--- config.mk ---
export PLATFORM = sky130hd
export DESIGN_NAME = hiscore_upload
export DESIGN_NICKNAME = d
export VERILOG_FILES = /design/src/rtl/hiscore_upload.sv
export SDC_FILE = /design/constraint.sdc
export NUM_CORES = 1
export LEC_CHECK = 0
export BUFFER_PORTS_ARGS = -buffer_cell sky130_fd_sc_hd__buf_2
export CAP_MARGIN = 25
export CORE_ASPECT_RATIO = 0.6
export CORE_UTILIZATION = 30
export DETAILED_ROUTE_END_ITERATION = 7
export PLACE_DENSITY_LB_ADDON = 0.08
export SYNTH_ARGS = -nofsm -noshare
export SYNTH_HDL_FRONTEND = slang
export SYNTH_SLANG_ARGS = --single-unit
--- constraint.sdc ---
create_clock -name clk_sys -period 2.13 [get_ports clk_sys]
set_input_delay 0.426 -clock clk_sys [delete_from_list [all_inputs] [get_ports clk_sys]]
set_output_delay 0.426 -clock clk_sys [all_outputs]
set_load 0.02 [all_outputs]
--- src/rtl/hiscore_upload.sv ---
// hiscore_upload: serves HPS ioctl upload reads from a window of core work RAM.
// It holds the HPS off with ioctl_wait while it arbitrates for a shared RAM port.
// Optional feature: define HISCORE_CHECKSUM_EN to build an 8-bit running sum of the
// delivered bytes. A read of address SIZE then returns that sum.
module hiscore_upload #(
    parameter int unsigned ADDR_W = 11,
    parameter int unsigned BASE   = 0,
    parameter int unsigned SIZE   = 64,
    parameter int unsigned RD_LAT = 1
) (
    input  logic              clk_sys,
    input  logic              reset_n,
    input  logic              ioctl_upload,
    input  logic              ioctl_rd,
    input  logic [24:0]       ioctl_addr,
    output logic [7:0]        ioctl_din,
    output logic              ioctl_wait,
    output logic              pause_cpu,
    output logic              ram_req,
    input  logic              ram_gnt,
    output logic [ADDR_W-1:0] ram_addr,
    input  logic [7:0]        ram_dout
);

    localparam logic [24:0]       SizeAddr = 25'(SIZE);
    localparam logic [ADDR_W-1:0] BaseAddr = ADDR_W'(BASE);
    localparam logic [2:0]        LatInit  = 3'(RD_LAT);

    typedef enum logic [1:0] {
        StIdle,
        StReq,
        StLat
    } state_e;

    state_e            state_q, state_d;
    logic [ADDR_W-1:0] ram_addr_q, ram_addr_d;
    logic [2:0]        lat_q, lat_d;
    logic [7:0]        din_q, din_d;
    logic              pause_q;
    logic              deliver;

    // The last latency cycle delivers a RAM byte, unless the session was just closed.
    assign deliver = (state_q == StLat) && (lat_q == 3'd1) && ioctl_upload;

`ifdef HISCORE_CHECKSUM_EN
    logic [7:0] sum_q, sum_d;

    // Running sum of delivered bytes; cleared when an upload session opens.
    always_comb begin
        sum_d = sum_q;
        if (ioctl_upload && !pause_q) begin
            sum_d = 8'h00;
        end else if (deliver) begin
            sum_d = sum_q + ram_dout;
        end
    end

    // Checksum accumulator register.
    always_ff @(posedge clk_sys or negedge reset_n) begin
        if (!reset_n) begin
            sum_q <= 8'h00;
        end else begin
            sum_q <= sum_d;
        end
    end
`endif

    // Next-state logic for the read FSM, address capture, latency count and data return.
    always_comb begin
        state_d    = state_q;
        ram_addr_d = ram_addr_q;
        lat_d      = lat_q;
        din_d      = din_q;
        unique case (state_q)
            StIdle: begin
                if (ioctl_rd && ioctl_upload) begin
                    if (ioctl_addr < SizeAddr) begin
                        state_d    = StReq;
                        // Truncation to ADDR_W makes the window wrap around the RAM.
                        ram_addr_d = BaseAddr + ioctl_addr[ADDR_W-1:0];
                    end else begin
`ifdef HISCORE_CHECKSUM_EN
                        din_d = (ioctl_addr == SizeAddr) ? sum_q : 8'hFF;
`else
                        din_d = 8'hFF;
`endif
                    end
                end
            end
            StReq: begin
                if (ram_gnt) begin
                    state_d = StLat;
                    lat_d   = LatInit;
                end
            end
            StLat: begin
                if (lat_q == 3'd1) begin
                    state_d = StIdle;
                    din_d   = ram_dout;
                end else begin
                    lat_d = lat_q - 3'd1;
                end
            end
            default: state_d = StIdle;
        endcase
        // Closing the session abandons any access in flight; the last byte stays visible.
        if (!ioctl_upload) begin
            state_d = StIdle;
            din_d   = din_q;
        end
    end

    // State and datapath registers.
    always_ff @(posedge clk_sys or negedge reset_n) begin
        if (!reset_n) begin
            state_q    <= StIdle;
            ram_addr_q <= '0;
            lat_q      <= 3'd0;
            din_q      <= 8'hFF;
            pause_q    <= 1'b0;
        end else begin
            state_q    <= state_d;
            ram_addr_q <= ram_addr_d;
            lat_q      <= lat_d;
            din_q      <= din_d;
            pause_q    <= ioctl_upload;
        end
    end

    assign ioctl_din  = din_q;
    assign ioctl_wait = (state_q != StIdle);
    assign ram_req    = (state_q == StReq);
    assign ram_addr   = ram_addr_q;
    assign pause_cpu  = pause_q;

endmodule

==> results of run 1 <==
==> critical path, delay by kind of cell, from the launching register on <==
| kind | cells | cell delay [ns] |
|---|---|---|
| adder cells (fa/ha/maj) | 1 | 0.33 |
| flip-flops | 1 | 0.41 |
| multiplexers | 2 | 0.56 |
| AO/OA/AOI/OAI | 2 | 0.47 |
| buffers and inverters | 1 | 0.11 |
==> area by class of cell <==
cell class              count  area (µm²)
well taps                  60        75.1
inverters                   7        26.3
fillers                   416        2400
repair buffers             61         310
clock inverters             1        8.76
flip-flops and latches     25         636
multi-input cells          68         619
clock buffers               3        41.3
==> metrics by stage <==
stage / area, µm² / hold slack [ns]
2_1_floorplan: 1300 / 0.130
3_3_place_gp: 1670 / 0.447
3_5_place_dp: 1670 / 0.457
4_1_cts: 1720 / 0.148
5_1_grt: 1720 / 0.161
6_report: 1720 / 0.127
==> per-layer routing <==
layer,vias to the layer above,global-route usage [%]
met5,-,0
met4,0,3.33
met3,2,5.77
met2,26,17.8
met1,446,17.3
li1,489,-
==> sequential cells by signal, indices dropped and copies added (netlist names) <==
signal and flops:
ioctl_din 8, lat_q 3, pause_cpu 1, ram_addr 11
state_q 2
==> path summary, 6_finish.rpt <==
check                                             from                  endpoint  slack [ns]
min in group clk_sys                      ioctl_upload       pause_cpu$_DFF_PN0_        0.34
worst max-delay path            state_q[1]$_DFFE_PN0P_  ioctl_din[7]$_DFFE_PN1P_        0.17
worst max register to register  state_q[1]$_DFFE_PN0P_  ioctl_din[7]$_DFFE_PN1P_        0.17
worst min register to register    lat_q[1]$_DFFE_PN0P_      lat_q[1]$_DFFE_PN0P_        0.48
max in group asynchronous                      reset_n  ioctl_din[1]$_DFFE_PN1P_        1.63
worst min-delay path                           reset_n   ram_addr[6]$_DFFE_PN0P_        0.13
==> power by group <==
group          switching (W)  leakage, nW  internal [W]
clock network       0.000159       0.0261      0.000137
registers        0.000000206        0.319      0.000476
logic              0.0000329        0.454     0.0000352
total               0.000192        0.799      0.000648
==> placed cells by master, fill, tap and decap left out <==
cell / count
mux2_1: 1
and2_1: 5
nor4_2: 3
mux2_2: 9
o32ai_1: 1
a31oi_4: 1
inv_1: 7
nand4_4: 1
nor2b_1: 1
inv_6: 1
buf_4: 2
ha_1: 6
a211oi_1: 1
and2_2: 1
nor3_1: 2
dfstp_2: 8
o21ai_0: 3
mux2_4: 5
nor2_1: 1
a22o_1: 1
nand4_1: 2
and4_4: 1
o211ai_1: 3
nor4_4: 1
o22ai_1: 1
nand2_1: 6
dfrtp_1: 17
nand2b_1: 10
o221a_2: 1
clkbuf_8: 3
buf_2: 59
o21a_1: 1
==> kinds of logic after synthesis <==
group,after synthesis,share of synthesized area (%)
simple gates,34,19.1
flops,25,49.0
mux,15,14.5
compound gates,13,8.40
buf+inv,9,3.19
fa+ha+maj,6,5.79
==> results by group, run 1 <==
Status
  • Status: complete, no violations

Global route
  • GRT overflow: 0
  • Pin count of the biggest net entering global routing: 26
  • Tot GR Track Use: 12.7%
  • First-pass GRT wire length: roughly 4300 µm
  • Vias in the first global route: 899
  • Initial antenna violation count: 0

Yosys
  • Fraction of registers with async set/reset: 100%
  • Top cells by count, synth: 17 x dfrtp_1, 10 x nand2b_1, 9 x mux2_2, 8 x dfstp_2, 7 x inv_1
  • Post-synth EDFFs: 0
  • Yosys reg bits: 25
  • Top cells by area, synth: dfrtp_1 33%, dfstp_2 16%, mux2_2 7.8%, ha_1 5.8%, mux2_4 5.8%
  • Most frequent cell after synthesis: dfrtp_1
  • Syn_nets: approximately 150
  • Syn avg cell area: 12.7 µm²
  • Seq/Total Area, Yosys: 49.0%
  • Mapped Cells: 102
  • Synth Flop Type: dfrtp_1
  • Synth warnings: 0
  • Post-synth top area share: 32.8%
  • Area leader, netlist: dfrtp_1
  • Mapped Area: 1300 µm²
  • Number of different library cells in the post-synthesis netlist: 30

Layout
  • Fraction of layout cells with a size suffix above 1: 58.2%
  • Post-route insts no fill: 225
  • Final Core Density: 41.7%
  • Area Growth Syn to Fin: 32.4%
  • Nets: between 200 and 250
  • Diodes inserted: 0

Drt
  • # DRC: 0
  • DR WL/cell: between 10 and 15 µm
  • Via/cell ratio: 4.28
  • Total number of vias: 963
  • Initial drt markers: 30
  • Met2 wire len: 1120 µm
  • ANT nets after route: 0
  • Top sig layer: met4
  • Drt pass-1 iters: 4
  • Final WL: 2610 µm
  • Met3 wire length: 173 µm
  • Met1 wire length: about 1300 µm

STA
  • Setup TNS: 0 ns
  • Max Clock Freq: 510 MHz
  • RSZ-0062 raised after global routing: no
  • Hold Vio Cnt, Final: 0
  • Max-slew headroom: 63.9%
  • Worst Tran Pin Value: 0.542 ns
  • Final Slew Violations: 0
  • Setup WS post-layout: 0.168 ns
  • # setup viols final: 0
  • Fin crit share: 92.1%
  • Clock Skews: 0.00840 ns
  • Final min period: about 2.0 ns

Clock tree
  • CTS buffer count: 3
  • H-tree levels: 1
  • Worst-skew pair later-pin latency: 0.27 ns
  • Clock Path Buffers: 2
  • Hold-fix buffers at CTS: 0
  • CTS clk-pin slew, worst paths: 0.10 ns
  • # Post-CTS Setup Buffers: 0
  • Post_cts resized: 0
  • Clock Sinks: 25
  • CTS tree: done
  • CTS root buffer: clkbuf_8

Pwr
  • Power after layout: 0.000841 W
  • PwrDens: about 500 nW/µm²
  • Max VDD drop: around 180 µV
  • Static Leak: about 0.80 nW

Flow run
  • # Max-Cap Violations: 0

Placed design
  • Inst Count DP: approximately 220
  • Final HPWL DP: 2030 µm
  • Number of port buffers: 59
  • Routability-driven placement congestion ratio: 0.699
  • Pre-CTS setup slack: 0.196 ns

Setup path
  • Setup crit end kind: flop
  • Setup CP Type: reg -> reg
  • WP data arrival: 2.16 ns
  • CP max FO: 8
  • Startpoint types: flop
  • Slowest CP cell: dfrtp_1
  • R2R depth: 6
  • CP cell instances: inv_1 -> ha_1 -> mux2_1 -> o211ai_1 -> a31oi_4 -> mux2_2
  • Critical path's largest stage delay: slightly above 0.4 ns
  • CP Data Required Time: 2.33 ns

Floorplan
  • Core area: 4120 µm²
  • Die ar.: approximately 4600 µm²
  • Die H: 52.9 µm
  • Initial Util: 31.5%
  • # rows: 18
  • Die width: 86.9 µm
  • IO Count: 60

Worst hold path
  • Hold/Removal Path Class: in -> async
Note: power is estimated with default switching activity, not from simulation.
==> run 2: changes to the inputs <==
- CORE_UTILIZATION: 30 -> 46
==> run 2 against run 1 <==
Net effect: the run now ends with DRC left; worst setup slack gained 0.032 ns; maximum frequency up 1.7%; die area decreased by 34%.
==> results by group, run 2 (synthesis results as in run 1) <==
Setup path
  • WP data arrival: 2.13 ns (-0.03 ns)
  • Setup crit end kind: flop
  • CP max FO: 8 (unchanged)
  • Worst Setup EP: ioctl_din[6]$_DFFE_PN1P_
  • R2R depth: 6 (unchanged)
  • Crit path launch: state_q[0]$_DFFE_PN0P_
  • Reg-to-reg slack, setup: 0.20 ns (+0.03 ns)
  • CP Data Required Time: 2.33 ns (about the same)
  • Startpoint types: flop
  • Worst R2R End: ioctl_din[6]$_DFFE_PN1P_
  • Setup CP Type: reg -> reg
  • RR Startpoint: state_q[0]$_DFFE_PN0P_

Drt
  • DR WL/cell: 12.6 µm (+8.4%)
  • Final WL: 2470 µm (-5.1%)
  • Via/cell ratio: 4.93 (+15%)
  • # DRC: 6 (+6)
  • Total number of vias: 972 (+0.93%)
  • Initial drt markers: 30 (unchanged)
  • ANT nets after route: 0 (unchanged)
  • Drt pass-1 iters: 6 (+2)

Flow run
  • # Max-Cap Violations: 0 (unchanged)

Worst hold path
  • Hold/Removal Path Class: in -> async

Status
  • Status: complete, but fails checks
  • Failing checks: DRC

Pwr
  • Max VDD drop: 374 µV (+110%)
  • PwrDens: 489 nW/µm² (-0.22%)
  • Power after layout: 0.000820 W (-2.5%)
  • Static Leak: 0.799 nW (about the same)

Placed design
  • Number of port buffers: 59 (unchanged)
  • Routability-driven placement congestion ratio: 0.769 (+10%)
  • Final HPWL DP: 1900 µm (-6.0%)
  • Inst Count DP: 193 (-13%)

Clock tree
  • Post_cts resized: 0 (unchanged)
  • CTS clk-pin slew, worst paths: 0.09 ns (about the same)
  • Clock Sinks: 25 (unchanged)
  • Hold-fix buffers at CTS: 0 (unchanged)
  • CTS tree: done
  • Clock Path Buffers: 2 (unchanged)
  • H-tree levels: 1 (unchanged)
  • CTS buffer count: 3 (unchanged)
  • Worst-skew pair later-pin latency: 0.26 ns (about the same)
  • CTS root buffer: clkbuf_8
  • # Post-CTS Setup Buffers: 0 (unchanged)

STA
  • Clock Skews: 0.00457 ns (-0.00383 ns)
  • # setup viols final: 0 (unchanged)
  • Worst Hold Slack: 0.143 ns (+0.0159 ns)
  • Fin crit share: 90.6% (-1.5 points)
  • Setup TNS: 0 ns (unchanged)
  • Worst Tran Pin Value: 0.555 ns (+0.0128 ns)
  • Max Clock Freq: 518 MHz (+1.7%)
  • Hold Vio Cnt, Final: 0 (unchanged)
  • RSZ-0062 raised after global routing: no
  • Max-slew headroom: 63.0% (-0.85 points)
  • Final min period: 1.93 ns (-0.0323 ns)
  • Final Slew Violations: 0 (unchanged)

Layout
  • Fillers: 208 (-50%)
  • Diodes inserted: 0 (unchanged)
  • Largest register FFs: 11 (unchanged)
  • Post-route insts no fill: 197 (-12%)
  • Most common cell after layout, fill and taps aside: buf_2
  • Final Core Density: 64.7% (+23 points)
  • Most frequent cells in the layout: 59 x buf_2, 17 x dfrtp_1, 10 x nand2b_1
  • Area Growth Syn to Fin: 29.4%
  • Nets: 210 (unchanged)
  • Fraction of layout cells with a size suffix above 1: 58.2% (unchanged)

Floorplan
  • Die H: 43.1 µm (-19%)
  • Die width: 70.5 µm (-19%)
  • IO Count: 60 (unchanged)
  • Initial Util: 50.0% (+19 points)
  • # rows: 14 (-4)
  • Die ar.: 3040 µm² (-34%)
  • Core area: 2590 µm² (-37%)

Global route
  • Vias in the first global route: 901 (+0.22%)
  • Initial antenna violation count: 0 (unchanged)
  • Grt peak-use layer: met2
  • Pin count of the biggest net entering global routing: 26 (unchanged)
  • First-pass GRT wire length: 4000 µm (-6.6%)
  • M2 GR Usage: 27.8% (+9.9 points)
  • Grt met3 use: 4.99% (-0.78 points)
  • Tot GR Track Use: 17.4% (+4.7 points)
  • Met1 Track Usage GR: 24.4% (+7.0 points)
  • GRT overflow: 0 (unchanged)
==> run 2: changes by cell type in the layout (fill, tap and decap cells not counted), sizes merged <==
cell,change
clkinv,+1
inv,-1
==> run 2: where the power goes <==
part           switching (W)  internal, W
Sequential       0.000000334     0.000476
Combinational      0.0000328    0.0000352
Clock               0.000145     0.000131
Total               0.000178     0.000642
==> run 2: how the worst min path moves through the flow <==
stage,from,end,slack (ns),cells past startpoint
after floorplan,reset_n,lat_q[0]$_DFFE_PN0P_,0.13,0
after global placement,reset_n,state_q[1]$_DFFE_PN0P_,0.45,1
after detailed placement,reset_n,state_q[0]$_DFFE_PN0P_,0.45,1
after CTS,reset_n,lat_q[2]$_DFFE_PN0P_,0.16,1
after global routing,reset_n,ram_addr[9]$_DFFE_PN0P_,0.18,1
final,reset_n,ram_addr[9]$_DFFE_PN0P_,0.14,1
==> run 2: worst max-delay path: stages, from the launching register on <==
cell and delay, ns:
dfrtp_1 0.41, inv_1 0.08, ha_1 0.30, mux2_1 0.23, o211ai_1 0.13, a31oi_4 0.34, mux2_2 0.38
==> run 2: layer usage <==
metal	routed length (µm)	share of wire [%]
met1	1210	49
met2	1090	44
met3	169	6.8
met4	8	0.32
met5	0	0
==> run 2: stage by stage <==
step	instance area [µm²]	setup WS, ns
3_5_place_dp	1630	0.193
3_3_place_gp	1630	0.211
4_1_cts	1680	0.181
2_1_floorplan	1300	0.391
6_report	1680	0.200
5_1_grt	1680	0.0942
==> run 2: final cells by class <==
class                      count  area (µm²)  area share, %
sequential                    25         636           37.9
multi-input combinational     68         619           36.9
timing repair buffer          61         310           18.5
clock buffer                   3        41.3           2.46
tap                           32        40.0           2.39
inverter                       7        26.3           1.57
clock inverter                 1        5.00          0.298
==> run 3: changes to the inputs <==
- ABC_AREA: unset -> 1
==> run 3 against run 2 <==
Net effect: the run still ends with DRC left; worst hold slack improved by 0.0030 ns; maximum frequency rose by 15%; critical path depth shrank 2; combinational power rose by 85%; non-clock buffer count fell by 2; flip-flop and latch count did not move; synthesized area unchanged; die area did not move; core utilization is 0.68 points lower; critical path type is now reg -> out; highest routed layer unchanged.
==> results by group, run 3 <==
Status
  • Status: complete, but fails checks
  • Failing checks: DRC

Layout
  • Final Core Density: 64.0% (-0.68 points)
  • Most frequent cells in the layout: 59 x buf_2, 47 x nand2_1, 17 x dfrtp_1
  • Diodes inserted: 0 (unchanged)
  • Most common cell after layout, fill and taps aside: buf_2
  • Area Growth Syn to Fin: 28.1%
  • Fillers: 227 (+9.1%)
  • Largest register FFs: 11 (unchanged)
  • Nets: 257 (+22%)
  • Fraction of layout cells with a size suffix above 1: 40.6% (-18 points)

Clock tree
  • CTS clk-pin slew, worst paths: 0.09 ns (about the same)
  • CTS root buffer: clkbuf_8
  • # Post-CTS Setup Buffers: 0 (unchanged)
  • H-tree levels: 1 (unchanged)
  • Clock Sinks: 25 (unchanged)
  • Post_cts resized: 0 (unchanged)
  • CTS tree: done
  • Worst-skew pair later-pin latency: 0.27 ns (about the same)
  • Clock Path Buffers: 2 (unchanged)
  • CTS buffer count: 3 (unchanged)
  • Hold-fix buffers at CTS: 0 (unchanged)

Placed design
  • Final HPWL DP: 2210 µm (+16%)
  • Routability-driven placement congestion ratio: 0.754 (-2.0%)
  • Number of port buffers: 59 (unchanged)

Yosys
  • Post-Synth Simple-Gate Area: 33.1% (+14 points)
  • Yosys reg bits: 25 (unchanged)
  • Area leader, netlist: dfrtp_1
  • Post-synthesis adder-cell area fraction: 5.79% (unchanged)
  • Most frequent cell after synthesis: nand2_1
  • Post-synth EDFFs: 0 (unchanged)
  • Mapped Cells: 151 (+48%)
  • Main combinational cell family by area after synthesis: simple AND/OR/NAND/NOR gates
  • Complex-gate fraction of the synthesized area: 5.21% (-3.2 points)
  • Top cells by area, synth: dfrtp_1 33%, dfstp_2 16%, nand2_1 14%, ha_1 5.8%, inv_1 4.6%
  • Number of different library cells in the post-synthesis netlist: 22 (-27%)
  • Post-synthesis mux area share: 0% (-14 points)
  • Fraction of registers with async set/reset: 100% (unchanged)
  • Syn_nets: 195 (+34%)
  • Synth warnings: 0 (unchanged)
  • Xor/xnor share of the synthesized area: 0.676% (+0.68 points)
  • Post-synth top area share: 32.8% (unchanged)
  • Synth Flop Type: dfrtp_1
  • Mapped Area: 1300 µm² (unchanged)
  • Top cells by count, synth: 47 x nand2_1, 17 x dfrtp_1, 16 x inv_1, 14 x nor2_1, 10 x o21ai_0
  • Seq/Total Area, Yosys: 49.0% (unchanged)
  • Syn avg cell area: 8.58 µm² (-32%)

Pwr
  • Static Leak: 0.920 nW (+15%)
  • Switching power: 0.000227 W (+28%)
  • Combinational share of power: 13.8% (+5.5 points)
  • PwrDens: 552 nW/µm² (+13%)
  • Switching share of power: 24.8% (+3.0 points)
  • Sequential Power Share: 56.1% (-2.0 points)
  • Clock power share: 30.2% (-3.4 points)
  • Int Pwr: 0.000690 W (+7.5%)
  • Power after layout: 0.000917 W (+12%)
  • Max VDD drop: 278 µV (-26%)

STA
  • Final min period: 1.68 ns (-0.254 ns)
  • Clock Skews: 0.00782 ns (+0.00325 ns)
  • Final Slew Violations: 0 (unchanged)
  • Hold Vio Cnt, Final: 0 (unchanged)
  • # setup viols final: 0 (unchanged)
  • Setup TNS: 0 ns (unchanged)
  • RSZ-0062 raised after global routing: no
  • Max-slew headroom: 62.1% (-0.93 points)
  • Fin crit share: 78.7% (-12 points)
  • Worst Tran Pin Value: 0.568 ns (+0.0139 ns)
  • Max Clock Freq: 597 MHz (+15%)

Setup path
  • Setup CP Type: reg -> out
  • Setup crit end kind: output pin
  • WP data arrival: 1.25 ns (-0.88 ns)
  • Reg-to-reg slack, setup: 0.46 ns (+0.26 ns)
  • CP Data Required Time: 1.70 ns (-0.63 ns)
  • Startpoint types: flop
  • CP max FO: 3 (-5)

Floorplan
  • Core area: 2590 µm² (unchanged)
  • Die H: 43.1 µm (unchanged)
  • # rows: 14 (unchanged)
  • Initial Util: 50.0% (unchanged)
  • Die width: 70.5 µm (unchanged)
  • Die ar.: 3040 µm² (unchanged)
  • IO Count: 60 (unchanged)

Drt
  • Via/cell ratio: 4.87 (-1.2%)
  • Initial drt markers: 56 (+87%)
  • ANT nets after route: 0 (unchanged)
  • Total number of vias: 1189 (+22%)
  • Drt pass-1 iters: 6 (unchanged)
  • # DRC: 5 (-1)
  • Final WL: 3010 µm (+22%)
  • DR WL/cell: 12.3 µm (-1.8%)

Global route
  • GRT overflow: 0 (unchanged)
  • First-pass GRT wire length: 5040 µm (+26%)
  • Vias in the first global route: 1138 (+26%)
  • Tot GR Track Use: 21.8% (+4.3 points)
  • Initial antenna violation count: 0 (unchanged)
  • Pin count of the biggest net entering global routing: 26 (unchanged)

Flow run
  • # Max-Cap Violations: 0 (unchanged)

Worst hold path
  • Hold/Removal Path Class: in -> async
==> run 3: worst max-delay path, cell delays in order (launching register included) <==
cell,delay [ns]
dfrtp_1,0.41
inv_1,0.11
ha_1,0.25
inv_2,0.06
buf_2,0.16
==> run 3: final cells by class <==
class                   count  area, µm²  share of cell area (%)
clock buffers               4       45.0                    2.71
inverters                  17       63.8                    3.84
multi-input cells         107        581                    35.0
flip-flops and latches     25        636                    38.3
well taps                  32       40.0                    2.41
repair buffers             59        295                    17.8
==> run 3: logic make-up (layout without fill, tap and decap cells) <==
kind of cell / Yosys count / after routing
adders and majority gates: 6 / 6
xor gates and xnor gates: 1 / 1
buffers and inverters: 19 / 80
and+or+nand+nor: 87 / 87
AOI/OAI and AO/OA: 13 / 13
DFF: 25 / 25
==> run 3: path summary, 6_finish.rpt <==
kind | from | end | depth (start not counted)
min in group clk_sys | ioctl_upload | pause_cpu$_DFF_PN0_ | 1
max in group asynchronous | reset_n | ioctl_din[6]$_DFFE_PN1P_ | 1
worst max-delay path | state_q[1]$_DFFE_PN0P_ | ioctl_wait | 4
worst min-delay path | reset_n | pause_cpu$_DFF_PN0_ | 1
worst max register to register | state_q[0]$_DFFE_PN0P_ | ioctl_din[6]$_DFFE_PN1P_ | 8
worst min register to register | ioctl_din[5]$_DFFE_PN1P_ | ioctl_din[5]$_DFFE_PN1P_ | 2
==> run 3: per-stage QoR <==
step | hold WS [ns] | setup slack [ns] | area (µm²) | std cells
after global routing | 0.169 | 0.286 | 1660 | 244
after global placement | 0.437 | 0.513 | 1620 | 240
after detailed placement | 0.445 | 0.472 | 1620 | 240
final | 0.146 | 0.454 | 1660 | 244
after CTS | 0.150 | 0.457 | 1660 | 244
after floorplan | 0.130 | 0.651 | 1300 | 151
==> run 3: power by group through the flow <==
stage / Combinational (W) / Clock [W] / Sequential (W)
3_3_place_gp: 0.000124 / 0 / 0.000522
6_report: 0.000126 / 0.000277 / 0.000514
2_1_floorplan: 0.0000340 / 0 / 0.000548
4_1_cts: 0.000127 / 0.000286 / 0.000514
3_5_place_dp: 0.000127 / 0 / 0.000523
5_1_grt: 0.000140 / 0.000307 / 0.000517
==> run 3: layer usage <==
metal | vias up | share of wire (%) | wire length [µm] | global-route usage [%]
met5 | - | 0 | 0 | 0
met4 | 0 | 1.0 | 31 | 7.20
met3 | 7 | 5.1 | 152 | 5.70
met2 | 37 | 47 | 1410 | 37.7
met1 | 544 | 47 | 1410 | 26.8
li1 | 601 | - | - | -
